<file path="src/rtl/ripple_timer_ctrl.sv">
// ripple_timer_ctrl: filtered, extended timer fed by an asynchronous 4-bit ripple counter
//   clk       : system clock, rising edge
//   clr       : asynchronous active-low reset
//   cnt_in    : ripple counter value, asynchronous to clk
//   start     : arm/re-arm pulse, samples match_val and periodic
//   stop      : disarm pulse, wins over start
//   periodic  : 1 = periodic, 0 = one-shot
//   match_val : elapsed-count threshold (0 makes start a no-op)
//   irq_ack   : clears irq and overrun
//   irq       : level interrupt
//   overrun   : sticky, a hit arrived while irq was still pending
//   busy      : armed
//   count     : filtered, extended running count
module ripple_timer_ctrl #(
   parameter int EXT_W = 12,
   localparam int W = EXT_W + 4
) (
   input  logic         clk,
   input  logic         clr,
   input  logic [3:0]   cnt_in,
   input  logic         start,
   input  logic         stop,
   input  logic         periodic,
   input  logic [W-1:0] match_val,
   input  logic         irq_ack,
   output logic         irq,
   output logic         overrun,
   output logic         busy,
   output logic [W-1:0] count
);
   typedef enum logic {IDLE, ARMED} state_t;
   state_t       r_state, w_next;
   logic [3:0]   r_s1, r_s2, r_s3, r_last;
   logic [1:0]   r_fill;
   logic         r_primed, r_per, r_irq, r_overrun;
   logic [W-1:0] r_count, r_base, r_match;
   logic         w_accept, w_start_tk, w_hit;
   logic [3:0]   w_delta;
   logic [W-1:0] w_elapsed;
   // r_fill holds off acceptance until s3 carries a real post-reset sample
   always_ff @(posedge clk or negedge clr) begin
      if (!clr) begin
         r_s1   <= '0;
         r_s2   <= '0;
         r_s3   <= '0;
         r_fill <= '0;
      end else begin
         r_s1   <= cnt_in;
         r_s2   <= r_s1;
         r_s3   <= r_s2;
         r_fill <= r_fill + {1'b0, r_fill != 2'd3};
      end
   end
   // a value seen on two consecutive cycles cannot be a ripple transient
   assign w_accept = (r_fill == 2'd3) && (r_s2 == r_s3);
   assign w_delta  = r_s2 - r_last;
   always_ff @(posedge clk or negedge clr) begin
      if (!clr) begin
         r_last   <= '0;
         r_primed <= 1'b0;
         r_count  <= '0;
      end else if (w_accept) begin
         r_last   <= r_s2;
         r_primed <= 1'b1;
         r_count  <= r_primed ? r_count + W'(w_delta) : r_count;
      end
   end
   assign w_elapsed  = r_count - r_base;
   assign w_start_tk = start && (match_val != '0);
   assign w_hit      = (r_state == ARMED) && (w_elapsed >= r_match) && !stop && !w_start_tk;
   always_ff @(posedge clk or negedge clr) begin
      if (!clr) r_state <= IDLE;
      else      r_state <= w_next;
   end
   always_comb begin
      w_next = r_state;
      if (stop)                 w_next = IDLE;
      else if (w_start_tk)      w_next = ARMED;
      else if (w_hit && !r_per) w_next = IDLE;
   end
   // periodic mode advances base by exactly match_r so no elapsed counts are dropped
   always_ff @(posedge clk or negedge clr) begin
      if (!clr) begin
         r_base  <= '0;
         r_match <= '0;
         r_per   <= 1'b0;
      end else if (!stop && w_start_tk) begin
         r_base  <= r_count;
         r_match <= match_val;
         r_per   <= periodic;
      end else if (w_hit && r_per) begin
         r_base  <= r_base + r_match;
      end
   end
   // an ack coinciding with a hit consumes the previous event only
   always_ff @(posedge clk or negedge clr) begin
      if (!clr) begin
         r_irq     <= 1'b0;
         r_overrun <= 1'b0;
      end else if (w_hit) begin
         r_irq     <= 1'b1;
         r_overrun <= !irq_ack && (r_irq || r_overrun);
      end else if (irq_ack) begin
         r_irq     <= 1'b0;
         r_overrun <= 1'b0;
      end
   end
   assign irq     = r_irq;
   assign overrun = r_overrun;
   assign busy    = (r_state == ARMED);
   assign count   = r_count;
endmodule

</file>
<file path="config.mk">
export PLATFORM = sky130hd
export DESIGN_NAME = ripple_timer_ctrl
export DESIGN_NICKNAME = d
export VERILOG_FILES = /design/src/rtl/ripple_timer_ctrl.sv
export SDC_FILE = /design/constraint.sdc
export NUM_CORES = 1
export LEC_CHECK = 0
export BUFFER_PORTS_ARGS = -buffer_cell sky130_fd_sc_hd__buf_2
export CORE_AREA = 3 3 99 101
export CTS_CLUSTER_SIZE = 20
export DETAILED_ROUTE_END_ITERATION = 10
export DIE_AREA = 0 0 102 104
export PLACE_DENSITY = 0.79
export SYNTH_ARGS = -nofsm -noshare
export SYNTH_HDL_FRONTEND = slang
export SYNTH_SLANG_ARGS = --single-unit
</file>
<file path="constraint.sdc">
create_clock -name clk -period 3.97 [get_ports clk]
set_input_delay 0.1985 -clock clk [delete_from_list [all_inputs] [get_ports clk]]
set_output_delay 0.1985 -clock clk [all_outputs]
set_load 0.02 [all_outputs]
</file>
==> results.toml, run 1 <==
[clocking]
numCtsBuffers = 9
h-tree-depth = 3
root_buffer = "clkbuf_8"
cts_tree = "done"
cts.clk_slew.worst_paths_ns = 0.08
clock_sinks = 71
clkLatencyLatePin_ns = 0.36
clock_path_buffers = 2

[place]
gp_routability_congestion = 0.9071
portBuffers = 44
dpl.cell_count = 700
dpl.hpwl_mm = 9.364
dpl_worst_slack_ns = -0.07011
dpl-instance-area_um2 = 5413

[sta]
clock_skew_ns = 0.01199
setup_slack_ns = 0.1137
relSlewSlack_pct = 28.44
finalHoldViolCount = 0
slew_viol_final = 0
worst_slew_pin_slew_ns = 1.071
timing.final.crit_share_pct = 97.14
setup_violations = 0
fin_crit_ns = 3.856
clock.fmax_mhz = 259.3

[setup_path]
cp_max_fo = 3
cp_data_required_time_ns = 4.21
critPathLaunchType = "flop"
path_depth = 18
cp-endpoint = "r_base[15]"
path_class = "reg2reg"
slowest_stage = "dfrtp_1"
worstRegToRegCells = 18
r2r_end = "r_base[15]"
cp_cell_sequence = "ha_2 > fa_2 > nor2b_2 > o21ai_2 > a21boi_2 > o41ai_4 > a211oi_2 > mux2_4 > o2111ai_2 > ha_1 > nand2_2 > nor2_4 > nand2_2 > o21ai_2 > buf_6 > a41oi_4 > a31o_1 > a221o_1"
crit_start = "r_base[0]"
regToRegSetupSlack_ns = 0.11
cpLargestDelayFamily = "compound AO/OA/AOI/OAI gates"
r2r-start = "r_base[0]"
arrival_ns = 4.09
crit_path_end_kind = "flop"
max_stage_delay_ns = 0.40
path_buf_inv = 1

[logic_synthesis]
dominantRegCellSynth = "dfrtp_1"
yosysSeqAreaShare_pct = 36.51
synth.distinct_cells = 54
syn-num-nets = 611
async_flop_share_pct = 100.0
synth_area_per_cell_um2 = 9.216
synth_edf_count = 0
synth_area_leaders = "dfrtp_1 (37%), ha_1 (14%), xnor2_1 (5.4%)"
syn_area_um2 = 4866
synth_top_area_cell = "dfrtp_1"
synth-seq-cells = 71
yosys-top-cells-count = "dfrtp_1 (71), nand2_1 (64), ha_1 (53)"
ys.warnings.count = 0
yosysMostFrequentCell = "dfrtp_1"
synthCells = 528
synth.top_cell.area_share_pct = 36.51

[global_routing]
grtUsageTotal_pct = 24.52
grt-ovfl-total = 0
antenna_found_initial = 0
grt_max_degree = 50
grt_pass1_wl_mm = 20.58
grt_pass1_vias = 4209

[finish]
multi_input_area_um2 = 3014
fin_cells = 729
design_area_um2 = 5846
drive_gt1_share_pct = 21.36
seq_area_um2 = 1777
antenna_cells = 0
syn2layout_area_growth_pct = 20.13
fillCellCount = 746
layout.nets = 696

[routing]
num_vias = 4295
drt_iter0_markers = 232
viasPerCell = 5.892
routedWlPerCell_um = 17.55
firstDrtPassIters = 5
wl_mm = 12.79
post-route-drc-count = 0
ant_nets = 0

[pwr]
ir_worst_vdd_mv = 0.3204
p_total_w = 0.003860
power_density_nw_per_um2 = 660.4
leakagePower_nw = 2.803

[floorplanning]
die_h_um = 104
start_util_pct = 53.42
die_area_um2 = 10610
io_pins = 45
core_um2 = 9109
row_count = 35
die_w_um = 102

[outcome]
status = "finished, final reports clean"

[min_path]
min_delay_path_depth = 3
hold_path_class = "in2reg"

[job]
drv_cap = 0
## layout by cell type (no fill, tap or decap), drive strengths merged, types with 7 or more instances in the layout
cell type / instances
nor2b: 10
o21ai: 43
a21oi: 38
clkbuf: 12
nor2: 31
nand2: 65
ha: 53
nor3: 8
xnor2: 30
xor2: 10
a21o: 10
a221o: 8
nand3: 7
inv: 48
dfrtp: 71
buf: 76
## tightest hold or removal path, delay by kind of cell
family | cells | cell delay (ns)
simple gates | 2 | 0.10
buf+inv | 1 | 0.08
## state kept, by name, indices dropped and copies added (netlist names), 2 cells and up
signal   flops
r_s3         4
r_last       4
r_match     16
count       16
r_fill       2
r_s1         4
r_base      16
r_s2         4
## cells by family (layout without fill, tap and decap cells)
kind of cell	Yosys count	count (layout)	synth area share, %
buffers and inverters	55	145	4.268
AND/OR/NAND/NOR	160	160	16.33
adder cells (fa/ha/maj)	57	57	15.27
AO/OA/AOI/OAI	137	137	18.62
multiplexers	8	8	1.800
XOR/XNOR	40	40	7.200
flip-flops	71	71	36.51
## worst min-delay path by stage
stage                             from         end  slack [ns]
after floorplan                    clr        busy        -0.1
after global placement       cnt_in[2]     r_s1[2]        0.31
after detailed placement     cnt_in[0]     r_s1[0]        0.31
after CTS                      irq_ack     overrun      0.0005
after global routing      match_val[0]  r_match[0]        0.04
final                         periodic       r_per        0.05
## metrics by stage
stage                     hold slack [ns]  utilization [%]  setup TNS (ns)
after detailed placement           0.3079            59.42         -0.2317
after global routing              0.04070            64.18         -0.4033
final                             0.04653            64.18               0
after floorplan                  -0.09709                -               0
after CTS                       0.0004620            62.68               0
after global placement             0.3065            59.42               0
## power by group
group	total [W]	internal [W]	switching [W]
Sequential	0.000919	0.000831	0.0000883
Combinational	0.00234	0.00109	0.00125
Clock	0.000602	0.000310	0.000291
Total	0.00386	0.00223	0.00163
## routing by layer
layer  share of wire, %  global-route usage (%)  wire length (um)
met1                 42                   32.31              5400
met2                 50                   40.39              6375
met3                5.7                   4.896               730
met4                2.2                   7.404               286
met5                  0                       0                 0
## what timing repair did
item | 4_1_cts | 5_1_grt
hold buffers | 5 | 1
resized for setup | 7 | 25
pin swaps | 3 | 13
endpoints found under the hold margin | 41 | 1
setup buffers | 3 | 4
endpoints found under the setup margin | 14 | 16
## final cells by class
type                       count  share of cell area (%)
clock buffer                  12                   2.483
inverter                      47                   3.018
sequential                    71                   30.39
timing repair buffer          82                   9.247
multi-input combinational    402                   51.56
clock inverter                 4                  0.9204
tap                          111                   2.376
No activity file was read; power rests on OpenSTA's default activity.
==> inputs of run 2 (changes only) <==
--- a/config.mk
+++ b/config.mk
@@ -6,11 +6,12 @@
 export NUM_CORES = 1
 export LEC_CHECK = 0
 export BUFFER_PORTS_ARGS = -buffer_cell sky130_fd_sc_hd__buf_2
-export CORE_AREA = 3 3 99 101
+export CORE_AREA = 3 3 98 100
+export CTS_BUF_LIST = sky130_fd_sc_hd__clkbuf_8
 export CTS_CLUSTER_SIZE = 20
 export DETAILED_ROUTE_END_ITERATION = 10
-export DIE_AREA = 0 0 102 104
-export PLACE_DENSITY = 0.79
+export DIE_AREA = 0 0 101 103
+export PLACE_DENSITY = 0.8
 export SYNTH_ARGS = -nofsm -noshare
 export SYNTH_HDL_FRONTEND = slang
 export SYNTH_SLANG_ARGS = --single-unit
==> results.toml, run 2 (synthesis results as in run 1) <==
[outcome]
status = "finished, final reports clean"

[floorplanning]
io_pins = 45
die_h_um = 103
die_area_um2 = 10400
die_w_um = 101
start_util_pct = 55.53
core_um2 = 8763
row_count = 34

[setup_path]
path_class = "reg2reg"
critPathLaunchType = "flop"
cp_max_fo = 3
r2r_end = "r_base[15]"
cp_data_required_time_ns = 4.22
r2r-start = "count[7]"
regToRegSetupSlack_ns = 0.20
worstRegToRegCells = 17
crit_path_end_kind = "flop"
arrival_ns = 4.02

[sta]
holdWs_ns = 0.04451
setup_violations = 0
clock_skew_ns = 0.01227
finalHoldViolCount = 0
clock.fmax_mhz = 265.0
slew_viol_final = 0
worst_slew_pin_slew_ns = 0.9916
relSlewSlack_pct = 33.74
timing.final.crit_share_pct = 95.05
fin_crit_ns = 3.773

[routing]
num_vias = 4277
routedWlPerCell_um = 17.45
viasPerCell = 5.875
ant_nets = 0
post-route-drc-count = 0
drt_iter0_markers = 291
firstDrtPassIters = 5
wl_mm = 12.71

[job]
drv_cap = 0

[pwr]
leakagePower_nw = 2.851
power_density_nw_per_um2 = 681.4
ir_worst_vdd_mv = 0.2639

[global_routing]
grt_max_degree = 50
grt-ovfl-total = 0
antenna_found_initial = 0
grt_pass1_wl_mm = 20.75
grt_pass1_vias = 4312
grtUsageTotal_pct = 25.73

[min_path]
hold_start = "periodic"
min_delay_path_depth = 3
hold_path_class = "in2reg"
hold_end = "r_per"

[clocking]
clock_sinks = 71
h-tree-depth = 3
cts_tree = "done"
clkLatencyLatePin_ns = 0.36
clock_path_buffers = 2
numCtsBuffers = 9
root_buffer = "clkbuf_8"
cts.clk_slew.worst_paths_ns = 0.08

[finish]
antenna_cells = 0
drive_gt1_share_pct = 20.97
final_cell_mix = "dfrtp_1 (71), nand2_1 (64), ha_1 (50), inv_1 (48), buf_2 (44)"
fin_cells = 728
design_area_um2 = 5906
layout.nets = 698
syn2layout_area_growth_pct = 21.37
layout_commonest_cell = "dfrtp_1"

[place]
dpl.cell_count = 701
portBuffers = 44
dpl-instance-area_um2 = 5426
dpl.hpwl_mm = 9.361
gp_routability_congestion = 0.8883
==> run 2: how the worst max path moves through the flow <==
stage	startpoint	end	cells after the start
6_report	count[7]	r_base[15]	17
5_1_grt	count[0]	r_base[15]	19
4_1_cts	count[1]	r_base[15]	17
3_3_place_gp	count[1]	r_base[15]	16
2_1_floorplan	count[0]	r_base[9]	18
3_5_place_dp	count[1]	r_base[15]	16
==> run 2: through the flow <==
stage	setup TNS [ns]	total power, W	worst slack [ns]	util (%)
2_1_floorplan	0	0.002399	0.01379	-
3_5_place_dp	-0.03216	0.002985	-0.01360	61.92
6_report	0	0.004024	0.1965	67.39
5_1_grt	-0.08219	0.004341	-0.02156	67.39
4_1_cts	0	0.003886	0.001811	66.08
3_3_place_gp	0	0.002907	0.06414	61.92
==> run 2: where the power goes <==
group | switching, W | internal, W
Combinational | 0.00123 | 0.00109
Sequential | 0.0000888 | 0.000831
Clock | 0.000290 | 0.000497
==> run 2: cell type report <==
cell class | count | area [um2]
clock buffer | 10 | 137.6
inverter | 47 | 176.4
multi-input combinational | 402 | 3000
clock inverter | 6 | 132.6
tap | 108 | 135.1
timing repair buffer | 84 | 546.8
fill | 692 | 2858
sequential | 71 | 1777
==> run 2: layer usage <==
metal  share of wire (%)  up-vias  global-route usage (%)  wire (um)
met5                   0        -                       0          0
met4                 3.8        0                   11.35        483
met3                 5.7       38                   4.533        720
met2                  50      139                   44.71       6369
met1                  40     2063                   31.41       5133
li1                    -     2037                       -          -
==> run 2: what timing repair did <==
item / CTS / global route
setup endpoints to repair: 14 / 17
pin swaps: 2 / 8
resized for setup: 4 / 24
buffers inserted: 2 / 3
hold buffers: 6 / 0
endpoints found under the hold margin: 35 / 0
==> run 2: critical path, stage by stage, from the launching register on <==
cell	delay [ns]
dfrtp_1	0.39
ha_1	0.33
a21oi_2	0.15
o21ai_1	0.10
a221o_1	0.39
a2111oi_4	0.38
o21ai_2	0.11
a21oi_2	0.14
xnor2_1	0.08
ha_1	0.31
nand2_1	0.08
nor2_2	0.13
nand2_1	0.08
o21ai_2	0.22
buf_6	0.13
a41oi_2	0.13
a31o_1	0.24
a221o_1	0.29
==> inputs of run 3 (changes only) <==
--- a/config.mk
+++ b/config.mk
@@ -5,9 +5,9 @@
 export SDC_FILE = /design/constraint.sdc
 export NUM_CORES = 1
 export LEC_CHECK = 0
-export BUFFER_PORTS_ARGS = -buffer_cell sky130_fd_sc_hd__buf_2
+export BUFFER_PORTS_ARGS = -buffer_cell sky130_fd_sc_hd__buf_4
 export CORE_AREA = 3 3 98 100
-export CTS_BUF_LIST = sky130_fd_sc_hd__clkbuf_8
+export CTS_BUF_LIST = sky130_fd_sc_hd__clkbuf_4 sky130_fd_sc_hd__clkbuf_8
 export CTS_CLUSTER_SIZE = 20
 export DETAILED_ROUTE_END_ITERATION = 10
 export DIE_AREA = 0 0 101 103
==> results.toml, run 3 (synthesis results as in run 1) <==
[outcome]
status = "finished with violations"
failed_checks = "negative hold slack"

[floorplanning]
io_pins = 45
die_w_um = 101
die_h_um = 103
row_count = 34
start_util_pct = 55.53
core_um2 = 8763
die_area_um2 = 10400

[routing]
wl_mm = 12.97
post-route-drc-count = 0
drt_iter0_markers = 197
routedWlPerCell_um = 17.87
viasPerCell = 5.899
ant_nets = 0
firstDrtPassIters = 4
num_vias = 4283

[global_routing]
grt-ovfl-total = 0
grtUsageTotal_pct = 25.79
grtUsageMet1_pct = 32.44
grt_pass1_vias = 4304
grt_max_degree = 72
antenna_found_initial = 0
grt_pass1_wl_mm = 20.78
grtUsageMet3_pct = 4.804
grt.met2_usage_pct = 44.30
top_usage_layer = "met2"

[sta]
worst_slew_pin_slew_ns = 1.096
clock.fmax_mhz = 262.3
finalHoldViolCount = 28
setup_violations = 0
fin_crit_ns = 3.813
holdWs_ns = -0.01680
clock_skew_ns = 0.01369
slew_viol_final = 0
relSlewSlack_pct = 26.75
timing.final.crit_share_pct = 96.03
tns_ns = 0

[finish]
layout_commonest_cell = "buf_4"
final_cell_mix = "buf_4 (75), dfrtp_1 (71), nand2_1 (63), ha_1 (51), inv_1 (47)"
drive_gt1_share_pct = 21.68
antenna_cells = 0
layout.nets = 696
syn2layout_area_growth_pct = 22.58

[setup_path]
r2r_end = "r_base[7]"
r2r-start = "count[7]"
crit_path_end_kind = "flop"
arrival_ns = 4.05
regToRegSetupSlack_ns = 0.16
cp_max_fo = 4
path_class = "reg2reg"
critPathLaunchType = "flop"
worstRegToRegCells = 18
cp_data_required_time_ns = 4.21

[pwr]
clockPowerShare_pct = 15.9
power_density_nw_per_um2 = 659.3
leakagePower_nw = 2.833
comb_power_share_pct = 60.8
ir_worst_vdd_mv = 0.3142
p_switching_w = 0.001666
internal_power_w = 0.002266
pwr-share-seq_pct = 23.3
switching_share_pct = 42.38

[clocking]
clock_path_buffers = 2
h-tree-depth = 3
numCtsBuffers = 9
cts.clk_slew.worst_paths_ns = 0.08
clock_sinks = 71
cts_tree = "done"
root_buffer = "clkbuf_8"
clkLatencyLatePin_ns = 0.36

[place]
dpl.hpwl_mm = 9.666
gp_routability_congestion = 0.9272
portBuffers = 44

[min_path]
hold_path_class = "in2async"

[job]
drv_cap = 0
run 3: metrics by stage:
step	power (W)	setup slack [ns]	instances	area, um2	utilization, %
after detailed placement	0.003060	-0.1069	702	5557	63.41
after CTS	0.003731	0.002713	723	5832	66.55
after global placement	0.002950	0.07703	702	5557	63.41
after global routing	0.004233	-0.05948	726	5964	68.06
after floorplan	0.002399	0.01379	528	4878	-
final	0.003932	0.1575	726	5964	68.06
run 3: per-layer routing:
metal | share of wire, % | vias up | wire [um]
met3 | 5.8 | 34 | 756
li1 | - | 2038 | -
met1 | 42 | 2067 | 5473
met5 | 0 | - | 0
met2 | 49 | 144 | 6295
met4 | 3.4 | 0 | 447
run 3: critical path, stage by stage, from the launching register on:
cell and delay (ns):
dfrtp_1 0.41, ha_1 0.33, buf_4 0.16, o21a_1 0.10
o21ai_1 0.24, a221oi_4 0.13, a2111oi_4 0.42, buf_4 0.17
nor2_1 0.04, a21oi_1 0.16, ha_1 0.27, a21oi_1 0.16
o21ai_1 0.12, a21oi_2 0.16, o21ai_4 0.09, nand4_1 0.24
buf_4 0.20, nor2_1 0.05, a221o_1 0.26
run 3: power by group through the flow:
stage	combinational (W)	clock [W]	sequential, W
after floorplan	0.00143	0	0.000964
after global placement	0.00203	0	0.000921
after detailed placement	0.00213	0	0.000926
after CTS	0.00219	0.000631	0.000913
after global routing	0.00265	0.000656	0.000924
final	0.00239	0.000625	0.000916
run 3: layout make-up:
class                           instances  area (um2)
Timing Repair Buffer                   82       644.4
Inverter                               47       176.4
Clock inverter                          6       67.56
Multi-Input combinational cell        402        3027
Tap cell                              108       135.1
Clock buffer                           10       137.6
Fill cell                             656        2799
Sequential cell                        71        1777
run 3: worst max-delay path by stage:
stage                   from    endpoint  slack (ns)  cells after the start
CTS                 count[7]  r_base[13]       0.003                     16
finish              count[7]   r_base[7]        0.16                     18
detailed placement  count[0]  r_base[13]       -0.11                     18
floorplan           count[0]   r_base[9]        0.01                     18
global route        count[1]   r_base[2]       -0.06                     17
global placement    count[0]  r_base[13]        0.08                     18
run 3: repair_timing:
action                                  4_1_cts  5_1_grt
hold buffers                                  5        0
endpoints found under the setup margin       13       16
hold endpoints to repair                      5        0
setup buffers                                 0        3
gates resized for setup                       5       28
pin swaps                                     0       13
